## src/rtl/refill_return_buffer_pkg.sv

```systemverilog
// refill_return_buffer_pkg: shared defaults, FSM state codes and the fetch-window slot rule
package refill_return_buffer_pkg;
  localparam int DEF_WORD_W = 32;
  localparam int DEF_LINE_WORDS = 4;
  localparam int DEF_FETCH_WORDS = 2;
  typedef logic [1:0] state_t;
  localparam state_t S_IDLE = 2'd0;
  localparam state_t S_FILL = 2'd1;
  localparam state_t S_DRAIN = 2'd2;
  localparam state_t S_DONE = 2'd3;
  // Beat counter needs headroom past one line so over-long bursts can be detected
  function automatic int cnt_w(input int line_words);
    return $clog2(line_words) + 2;
  endfunction
  // Line slot feeding window word j; -1 means the word lies beyond the line
  function automatic int win_slot(input int off, input int j, input logic unc, input int line_words);
    return unc ? j : (off + j < line_words ? off + j : -1);
  endfunction
endpackage

```

## src/rtl/refill_return_buffer_if.sv

```systemverilog
// refill_return_buffer_if: refill request, AXI R channel and cache-side outputs of the refill buffer
interface refill_return_buffer_if import refill_return_buffer_pkg::*; #(
  parameter int WORD_W = DEF_WORD_W,
  parameter int LINE_WORDS = DEF_LINE_WORDS,
  parameter int FETCH_WORDS = DEF_FETCH_WORDS
);
  localparam int OFF_W = $clog2(LINE_WORDS);
  logic i_start;
  logic i_uncache;
  logic [OFF_W-1:0] i_offset;
  logic i_flush;
  logic i_rvalid;
  logic i_rlast;
  logic [WORD_W-1:0] i_rdata;
  logic o_rready;
  logic o_busy;
  logic [LINE_WORDS*WORD_W-1:0] o_line_data;
  logic o_line_valid;
  logic [FETCH_WORDS*WORD_W-1:0] o_fetch_data;
  logic o_fetch_valid;
  logic o_err;
  modport master (
    output i_start, i_uncache, i_offset, i_flush, i_rvalid, i_rlast, i_rdata,
    input o_rready, o_busy, o_line_data, o_line_valid, o_fetch_data, o_fetch_valid, o_err
  );
  modport slave (
    input i_start, i_uncache, i_offset, i_flush, i_rvalid, i_rlast, i_rdata,
    output o_rready, o_busy, o_line_data, o_line_valid, o_fetch_data, o_fetch_valid, o_err
  );
endinterface

```

## src/rtl/refill_return_buffer_fetch_window_sel.sv

```systemverilog
// fetch_window_sel: extracts the fetch window from a line and reports whether all its words are present
module fetch_window_sel import refill_return_buffer_pkg::*; #(
  parameter int WORD_W = DEF_WORD_W,
  parameter int LINE_WORDS = DEF_LINE_WORDS,
  parameter int FETCH_WORDS = DEF_FETCH_WORDS
)(
  input  logic [LINE_WORDS*WORD_W-1:0]  line_i,
  input  logic [LINE_WORDS-1:0]         vld_i,
  input  logic [$clog2(LINE_WORDS)-1:0] off_i,
  input  logic                          unc_i,
  output logic [FETCH_WORDS*WORD_W-1:0] win_o,
  output logic                          complete_o
);
  localparam int OFF_W = $clog2(LINE_WORDS);
  logic [WORD_W-1:0] words [LINE_WORDS];
  // View the flat line as addressable words
  always_comb
    for (int k = 0; k < LINE_WORDS; k++) words[k] = line_i[k*WORD_W +: WORD_W];
  // Words past the end of the line read as zero and never hold the window back
  always_comb begin
    int s;
    s = 0;
    win_o = '0;
    complete_o = 1'b1;
    for (int j = 0; j < FETCH_WORDS; j++) begin
      s = win_slot(int'(off_i), j, unc_i, LINE_WORDS);
      if (s >= 0) begin
        win_o[j*WORD_W +: WORD_W] = words[OFF_W'(s)];
        complete_o = complete_o & vld_i[OFF_W'(s)];
      end
    end
  end
endmodule

```

## src/rtl/refill_return_buffer.sv

```systemverilog
// refill_return_buffer: assembles AXI refill beats into a cache line with early-restart fetch window
module refill_return_buffer import refill_return_buffer_pkg::*; #(
  parameter int WORD_W = DEF_WORD_W,
  parameter int LINE_WORDS = DEF_LINE_WORDS,
  parameter int FETCH_WORDS = DEF_FETCH_WORDS
)(
  input logic clk,
  input logic rstn,
  refill_return_buffer_if.slave bus
);
  localparam int OFF_W = $clog2(LINE_WORDS);
  localparam int CNT_W = cnt_w(LINE_WORDS);
  localparam int CW1 = CNT_W + 1;
  state_t state_q, state_d;
  logic [CNT_W-1:0] cnt_q, cnt_d;
  logic [CNT_W:0] beat_n, exp_n;
  logic [LINE_WORDS-1:0] vld_q, vld_d;
  logic [LINE_WORDS*WORD_W-1:0] line_q, line_d;
  logic [FETCH_WORDS*WORD_W-1:0] fd_q, win_d;
  logic [OFF_W-1:0] off_q, off_d;
  logic unc_q, unc_d, err_q, err_d, fv_q, fv_d;
  logic busy, beat, start_ok, complete_d;

  assign busy = state_q == S_FILL || state_q == S_DRAIN;
  assign beat = bus.i_rvalid && busy;
  assign start_ok = bus.i_start && !busy;
  assign beat_n = {1'b0, cnt_q} + 1'b1;
  assign exp_n = unc_q ? CW1'(FETCH_WORDS) : CW1'(LINE_WORDS);

  // Refill bookkeeping: open on start, capture beats in arrival order, check burst length
  always_comb begin
    state_d = state_q;
    cnt_d = cnt_q;
    vld_d = vld_q;
    line_d = line_q;
    unc_d = unc_q;
    off_d = off_q;
    err_d = err_q;
    if (start_ok) begin
      state_d = S_FILL;
      unc_d = bus.i_uncache;
      off_d = bus.i_offset;
      cnt_d = '0;
      vld_d = '0;
    end else if (state_q == S_DONE) state_d = S_IDLE;
    else if (state_q == S_FILL && bus.i_flush) state_d = S_DRAIN;
    if (beat) begin
      cnt_d = &cnt_q ? cnt_q : cnt_q + 1'b1;
      err_d = err_q | (bus.i_rlast ? beat_n < exp_n : beat_n > exp_n);
      if (bus.i_rlast) state_d = state_q == S_FILL && !unc_q && !bus.i_flush ? S_DONE : S_IDLE;
      for (int k = 0; k < LINE_WORDS; k++)
        if (state_q == S_FILL && cnt_q == CNT_W'(k)) begin
          line_d[k*WORD_W +: WORD_W] = bus.i_rdata;
          vld_d[k] = 1'b1;
        end
    end
  end

  fetch_window_sel #(
    .WORD_W(WORD_W),
    .LINE_WORDS(LINE_WORDS),
    .FETCH_WORDS(FETCH_WORDS)
  ) u_sel (
    .line_i(line_d),
    .vld_i(vld_d),
    .off_i(off_d),
    .unc_i(unc_d),
    .win_o(win_d),
    .complete_o(complete_d)
  );

  // Window-ready flag latches once the window fills and drops on a new refill, a flush or a drain
  always_comb
    fv_d = start_ok || bus.i_flush || state_d == S_DRAIN ? 1'b0 : fv_q || (state_q == S_FILL && complete_d);

  // State registers; reset empties the buffer and returns to idle
  always_ff @(posedge clk or negedge rstn)
    if (!rstn) begin
      state_q <= S_IDLE;
      cnt_q <= '0;
      vld_q <= '0;
      line_q <= '0;
      fd_q <= '0;
      off_q <= '0;
      unc_q <= 1'b0;
      err_q <= 1'b0;
      fv_q <= 1'b0;
    end else begin
      state_q <= state_d;
      cnt_q <= cnt_d;
      vld_q <= vld_d;
      line_q <= line_d;
      fd_q <= win_d;
      off_q <= off_d;
      unc_q <= unc_d;
      err_q <= err_d;
      fv_q <= fv_d;
    end

  assign bus.o_rready = 1'b1;
  assign bus.o_busy = busy;
  assign bus.o_line_data = line_q;
  assign bus.o_line_valid = state_q == S_DONE;
  assign bus.o_fetch_data = fd_q;
  assign bus.o_fetch_valid = fv_q;
  assign bus.o_err = err_q;

  assert property (@(posedge clk) disable iff (!rstn) !(bus.i_start && busy));
endmodule

```

## src/flat_wrapper.sv

```systemverilog
// flat-port wrapper written by rule: the top's interface ports become plain ports
module refill_return_buffer_flat import refill_return_buffer_pkg::*;
#(
  parameter int WORD_W = DEF_WORD_W,
  parameter int LINE_WORDS = DEF_LINE_WORDS,
  parameter int FETCH_WORDS = DEF_FETCH_WORDS
)
  (clk, rstn, bus_i_start, bus_i_uncache, bus_i_offset, bus_i_flush, bus_i_rvalid, bus_i_rlast, bus_i_rdata, bus_o_rready, bus_o_busy, bus_o_line_data, bus_o_line_valid, bus_o_fetch_data, bus_o_fetch_valid, bus_o_err);
  refill_return_buffer_if #(.WORD_W(WORD_W), .LINE_WORDS(LINE_WORDS), .FETCH_WORDS(FETCH_WORDS)) bus_i ();
  input logic clk;
  input logic rstn;
  input wire logic [$bits(bus_i.i_start)-1:0] bus_i_start;
  input wire logic [$bits(bus_i.i_uncache)-1:0] bus_i_uncache;
  input wire logic [$bits(bus_i.i_offset)-1:0] bus_i_offset;
  input wire logic [$bits(bus_i.i_flush)-1:0] bus_i_flush;
  input wire logic [$bits(bus_i.i_rvalid)-1:0] bus_i_rvalid;
  input wire logic [$bits(bus_i.i_rlast)-1:0] bus_i_rlast;
  input wire logic [$bits(bus_i.i_rdata)-1:0] bus_i_rdata;
  output wire logic [$bits(bus_i.o_rready)-1:0] bus_o_rready;
  output wire logic [$bits(bus_i.o_busy)-1:0] bus_o_busy;
  output wire logic [$bits(bus_i.o_line_data)-1:0] bus_o_line_data;
  output wire logic [$bits(bus_i.o_line_valid)-1:0] bus_o_line_valid;
  output wire logic [$bits(bus_i.o_fetch_data)-1:0] bus_o_fetch_data;
  output wire logic [$bits(bus_i.o_fetch_valid)-1:0] bus_o_fetch_valid;
  output wire logic [$bits(bus_i.o_err)-1:0] bus_o_err;
  assign bus_i.i_start = bus_i_start;
  assign bus_i.i_uncache = bus_i_uncache;
  assign bus_i.i_offset = bus_i_offset;
  assign bus_i.i_flush = bus_i_flush;
  assign bus_i.i_rvalid = bus_i_rvalid;
  assign bus_i.i_rlast = bus_i_rlast;
  assign bus_i.i_rdata = bus_i_rdata;
  assign bus_o_rready = bus_i.o_rready;
  assign bus_o_busy = bus_i.o_busy;
  assign bus_o_line_data = bus_i.o_line_data;
  assign bus_o_line_valid = bus_i.o_line_valid;
  assign bus_o_fetch_data = bus_i.o_fetch_data;
  assign bus_o_fetch_valid = bus_i.o_fetch_valid;
  assign bus_o_err = bus_i.o_err;
  refill_return_buffer #(.WORD_W(WORD_W), .LINE_WORDS(LINE_WORDS), .FETCH_WORDS(FETCH_WORDS)) u_core (.clk(clk), .rstn(rstn), .bus(bus_i));
endmodule
```

## config.mk

```make
export PLATFORM = sky130hd
export DESIGN_NAME = refill_return_buffer_flat
export DESIGN_NICKNAME = d
export VERILOG_FILES = /design/src/rtl/refill_return_buffer_pkg.sv /design/src/rtl/refill_return_buffer_if.sv /design/src/rtl/refill_return_buffer_fetch_window_sel.sv /design/src/rtl/refill_return_buffer.sv /design/src/flat_wrapper.sv
export SDC_FILE = /design/constraint.sdc
export NUM_CORES = 1
export LEC_CHECK = 0
export CAP_MARGIN = 10
export CORE_MARGIN = 2
export CORE_UTILIZATION = 46
export CTS_BUF_LIST = sky130_fd_sc_hd__clkbuf_4 sky130_fd_sc_hd__clkbuf_8
export CTS_CLUSTER_DIAMETER = 40
export DETAILED_ROUTE_END_ITERATION = 8
export PLACE_DENSITY = 0.78
export REMOVE_ABC_BUFFERS = 1
export SYNTH_ARGS = -nofsm -noshare
export SYNTH_HDL_FRONTEND = slang
export SYNTH_SLANG_ARGS = --single-unit
```

## constraint.sdc

```tcl
create_clock -name clk -period 2.5 [get_ports clk]
set_input_delay 0.75 -clock clk [delete_from_list [all_inputs] [get_ports clk]]
set_output_delay 0.75 -clock clk [all_outputs]
set_load 0.1 [all_outputs]
```

==> flow_summary_export.csv <==
group,metric,value,unit
run_status,run_status,"complete, no violations",
yosys,yosysTopAreaCellShare,56.6,%
sta,hold_ws,82.0,ps
yosys,async_reset_ff_share,100,%
worst_setup_path,cpPeakStageDelay,370,ps
routing,drt_iter0_drc,383,
sta,final.min_clock_period,2440,ps
floorplanning,initial_utilization,46.9,%
sta,finalCritPeriodShare,97.8,%
floorplanning,core_area,19500,sq um
yosys,syn_area,9150,sq um
worst_setup_path,crit_chain,"inv_1 > ha_4 > buf_4 > inv_1 > buf_12",
yosys,ys_types,49,
global_route,grt_pass1_wl,42.3,mm
placement,io_buffers,236,
routing,post_drt_wl_per_cell,20.2,microns
global_route,grt_max_degree,76,
worst_setup_path,critPathBufInv,4,
worst_setup_path,path_common_cell,"inv_1",
sta,drv_slew,0,
routing,avgViaCountPerCell,5.32,
global_route,antenna_found_initial,0,
routing,first_pass_iters,4,
worst_hold_path,hp-class,"input port to asynchronous set/reset pin",
cts,path_clk_slew,60,ps
placement,place_congestion,0.882,
cts,clock_latency,530,ps
routing,vias,7108,
sta,hold_viol_final,0,
yosys,synth_ff_type,"dfrtp_1",
worst_setup_path,regToRegEndpoint,"u_core.bus.o_fetch_data[7]",
cts,cts_root_buf,"clkbuf_8",
yosys,ys.warnings.count,0,
yosys,ys_seq_area_share,56.6,%
floorplanning,io_pins,238,
cts,cts_resized,0,
floorplanning,die_w,145,microns
yosys,ys_ff_latch,207,
worst_setup_path,cp_top_family,"buffers and inverters",
worst_setup_path,cp_data_arrival_time,1690,ps
floorplanning,dieArea,21000,sq um
global_route,globalRoute.totalOverflow,0,
yosys,avgSynthCellArea,12.8,sq um
worst_setup_path,rrSetupSlack,120,ps
yosys,synth_edf_count,0,
sta,fin_skew,34.3,ps
worst_setup_path,cp-end-kind,"output pin",
floorplanning,fp.dieH,145,microns
layout,area_growth,42.1,%
worst_setup_path,reg2reg_depth,10,
routing,drcViolationCount,0,
worst_setup_path,cp_max_fo,6,
sta,setup_violations,0,
yosys,synth.area.top_cells,"dfrtp_1 57%, mux2i_1 12%, mux2_2 4.8%, inv_1 3.8%, a221o_1 3.5%",
sta,max_freq,0.409,GHz
worst_setup_path,worstPathRequired,1750,ps
worst_setup_path,cpMaxStageDelayCell,"dfrtp_1",
global_route,grt_pass1_vias,7534,
job,maxCapViolCount,0,
placement,place.detailed.hpwl,18.6,mm
worst_setup_path,critPathLaunchType,"register",
cts,cts_setup_buffers,0,
worst_setup_path,crit_type,"register to output pin",
routing,wirelength,27.0,mm
cts,clockBufferDepth,3,
cts,h-tree-depth,2,
cts,cts_inserted_buffers,38,
floorplanning,rows,51,
yosys,synth_area_leader_cell,"dfrtp_1",
worst_setup_path,reg2reg_from,"u_core.state_q[1]",
global_route,track_usage,25.4,%
routing,final_antenna_net_count,0,
yosys,synth_cells,714,
worst_setup_path,crit_path_start,"u_core.state_q[1]",
layout,drive_gt1_share,41.3,%
layout,diodes,0,
cts,holdBufCountCts,0,
sta,rsz0062_at_grt,"false",
cts,cts_tree,"done",
cts,clock-sinks,207,
layout,fin_util,66.6,%
layout,layout.nets,1097,
-- worst max path at each step --
stage | slack, ps | depth (start not counted) | endpoint
2_1_floorplan | -1310 | 6 | u_core.bus.o_fetch_data[30]
3_3_place_gp | -370 | 7 | u_core.bus.o_fetch_data[23]
3_5_place_dp | -420 | 7 | u_core.bus.o_fetch_data[27]
4_1_cts | 2 | 5 | bus_o_busy
5_1_grt | 10 | 5 | bus_o_busy
6_report | 60 | 5 | bus_o_busy
-- worst reg2reg max path, cell delays in order (launching register included) --
cell      delay (ps)
dfrtp_1          370
inv_1            140
ha_4             230
buf_4            160
nor2b_2          150
nand4b_1         180
buf_6            220
buf_12           160
mux2i_1          230
mux2i_1          120
a221o_1          290
-- metal layers --
layer,vias to the layer above,routed length (microns),global-route usage [%]
li1,3174,-,-
met1,3600,11500,34.6
met2,275,13000,40.4
met3,59,1680,5.50
met4,0,772,8.87
met5,-,0,0
-- cell usage after synthesis (3+ instances only) --
cell      number
mux2_4         6
nor2_1        23
buf_6          3
o21ai_0       10
a221o_1       32
clkbuf_1      11
mux2_2        39
ha_1           8
nand3_1        8
and2_1        14
buf_2         11
dfrtp_1      207
o22ai_1       12
buf_4         13
nand2_1       12
inv_1         92
buf_1          3
a21oi_1       23
mux2i_1      109
mux2i_2        9
mux2i_4       10
a221oi_1      21
-- layout make-up --
cell class	count	area [sq um]
Clock buffer	52	666
Clock inverter	10	153
Fill cell	1473	6520
Inverter	93	349
Multi-Input combinational cell	372	3440
Sequential cell	207	5180
Tap cell	265	332
Timing Repair Buffer	336	2890
-- per-stage QoR --
step | TNS, ps | setup slack (ps) | instances | area (sq um)
2_1_floorplan | -105180 | -1310 | 672 | 8890
3_3_place_gp | -19790 | -373 | 1273 | 12200
3_5_place_dp | -22310 | -421 | 1273 | 12200
4_1_cts | 0 | 1.58 | 1335 | 13000
5_1_grt | 0 | 10.4 | 1335 | 13000
6_report | 0 | 55.8 | 1335 | 13000
-- cells in the final DEF (no fill, tap or decap), drive strengths merged, types with 2 or more instances in the layout --
cell type / netlist / routed
clkbuf: 11 / 53
o22ai: 12 / 12
a22oi: 2 / 2
mux2: 45 / 45
a221oi: 21 / 21
nand2: 12 / 12
a21oi: 23 / 23
dfrtp: 207 / 207
a31o: 2 / 2
a21o: 2 / 2
xor2: 2 / 2
nand2b: 2 / 2
bufinv: 0 / 4
nand3: 10 / 10
ha: 8 / 8
mux2i: 128 / 128
and3: 2 / 2
o21ai: 11 / 11
nor2: 24 / 24
nor3b: 3 / 3
a221o: 32 / 32
nor2b: 3 / 3
inv: 93 / 93
clkinv: 0 / 5
buf: 31 / 296
nand4b: 2 / 2
clkdlybuf4s50: 0 / 39
and2: 14 / 14
a31oi: 2 / 2
and4b: 2 / 2
-- sequential cells by signal (all words and copies together) (netlist names), 2 cells and up --
| register | count |
|---|---|
| u_core.bus.o_line_data | 128 |
| u_core.vld_q | 4 |
| u_core.cnt_q | 4 |
| u_core.off_q | 2 |
| u_core.state_q | 2 |
| u_core.bus.o_fetch_data | 64 |
-- kinds of logic (layout without fill, tap and decap cells) --
family	Yosys count	in the layout	synth area share, %
simple gates	76	76	4.61
buf+inv	135	491	6.64
xor+xnor	2	2	0.191
flops	207	207	56.6
other cells	1	1	0.0410
fa+ha+maj	8	8	1.09
mux	173	173	21.5
compound gates	112	112	9.32
Power is left out: the tool's default activity adds up to more than one toggle a clock period on the data nets, which glitch-free logic cannot reach.
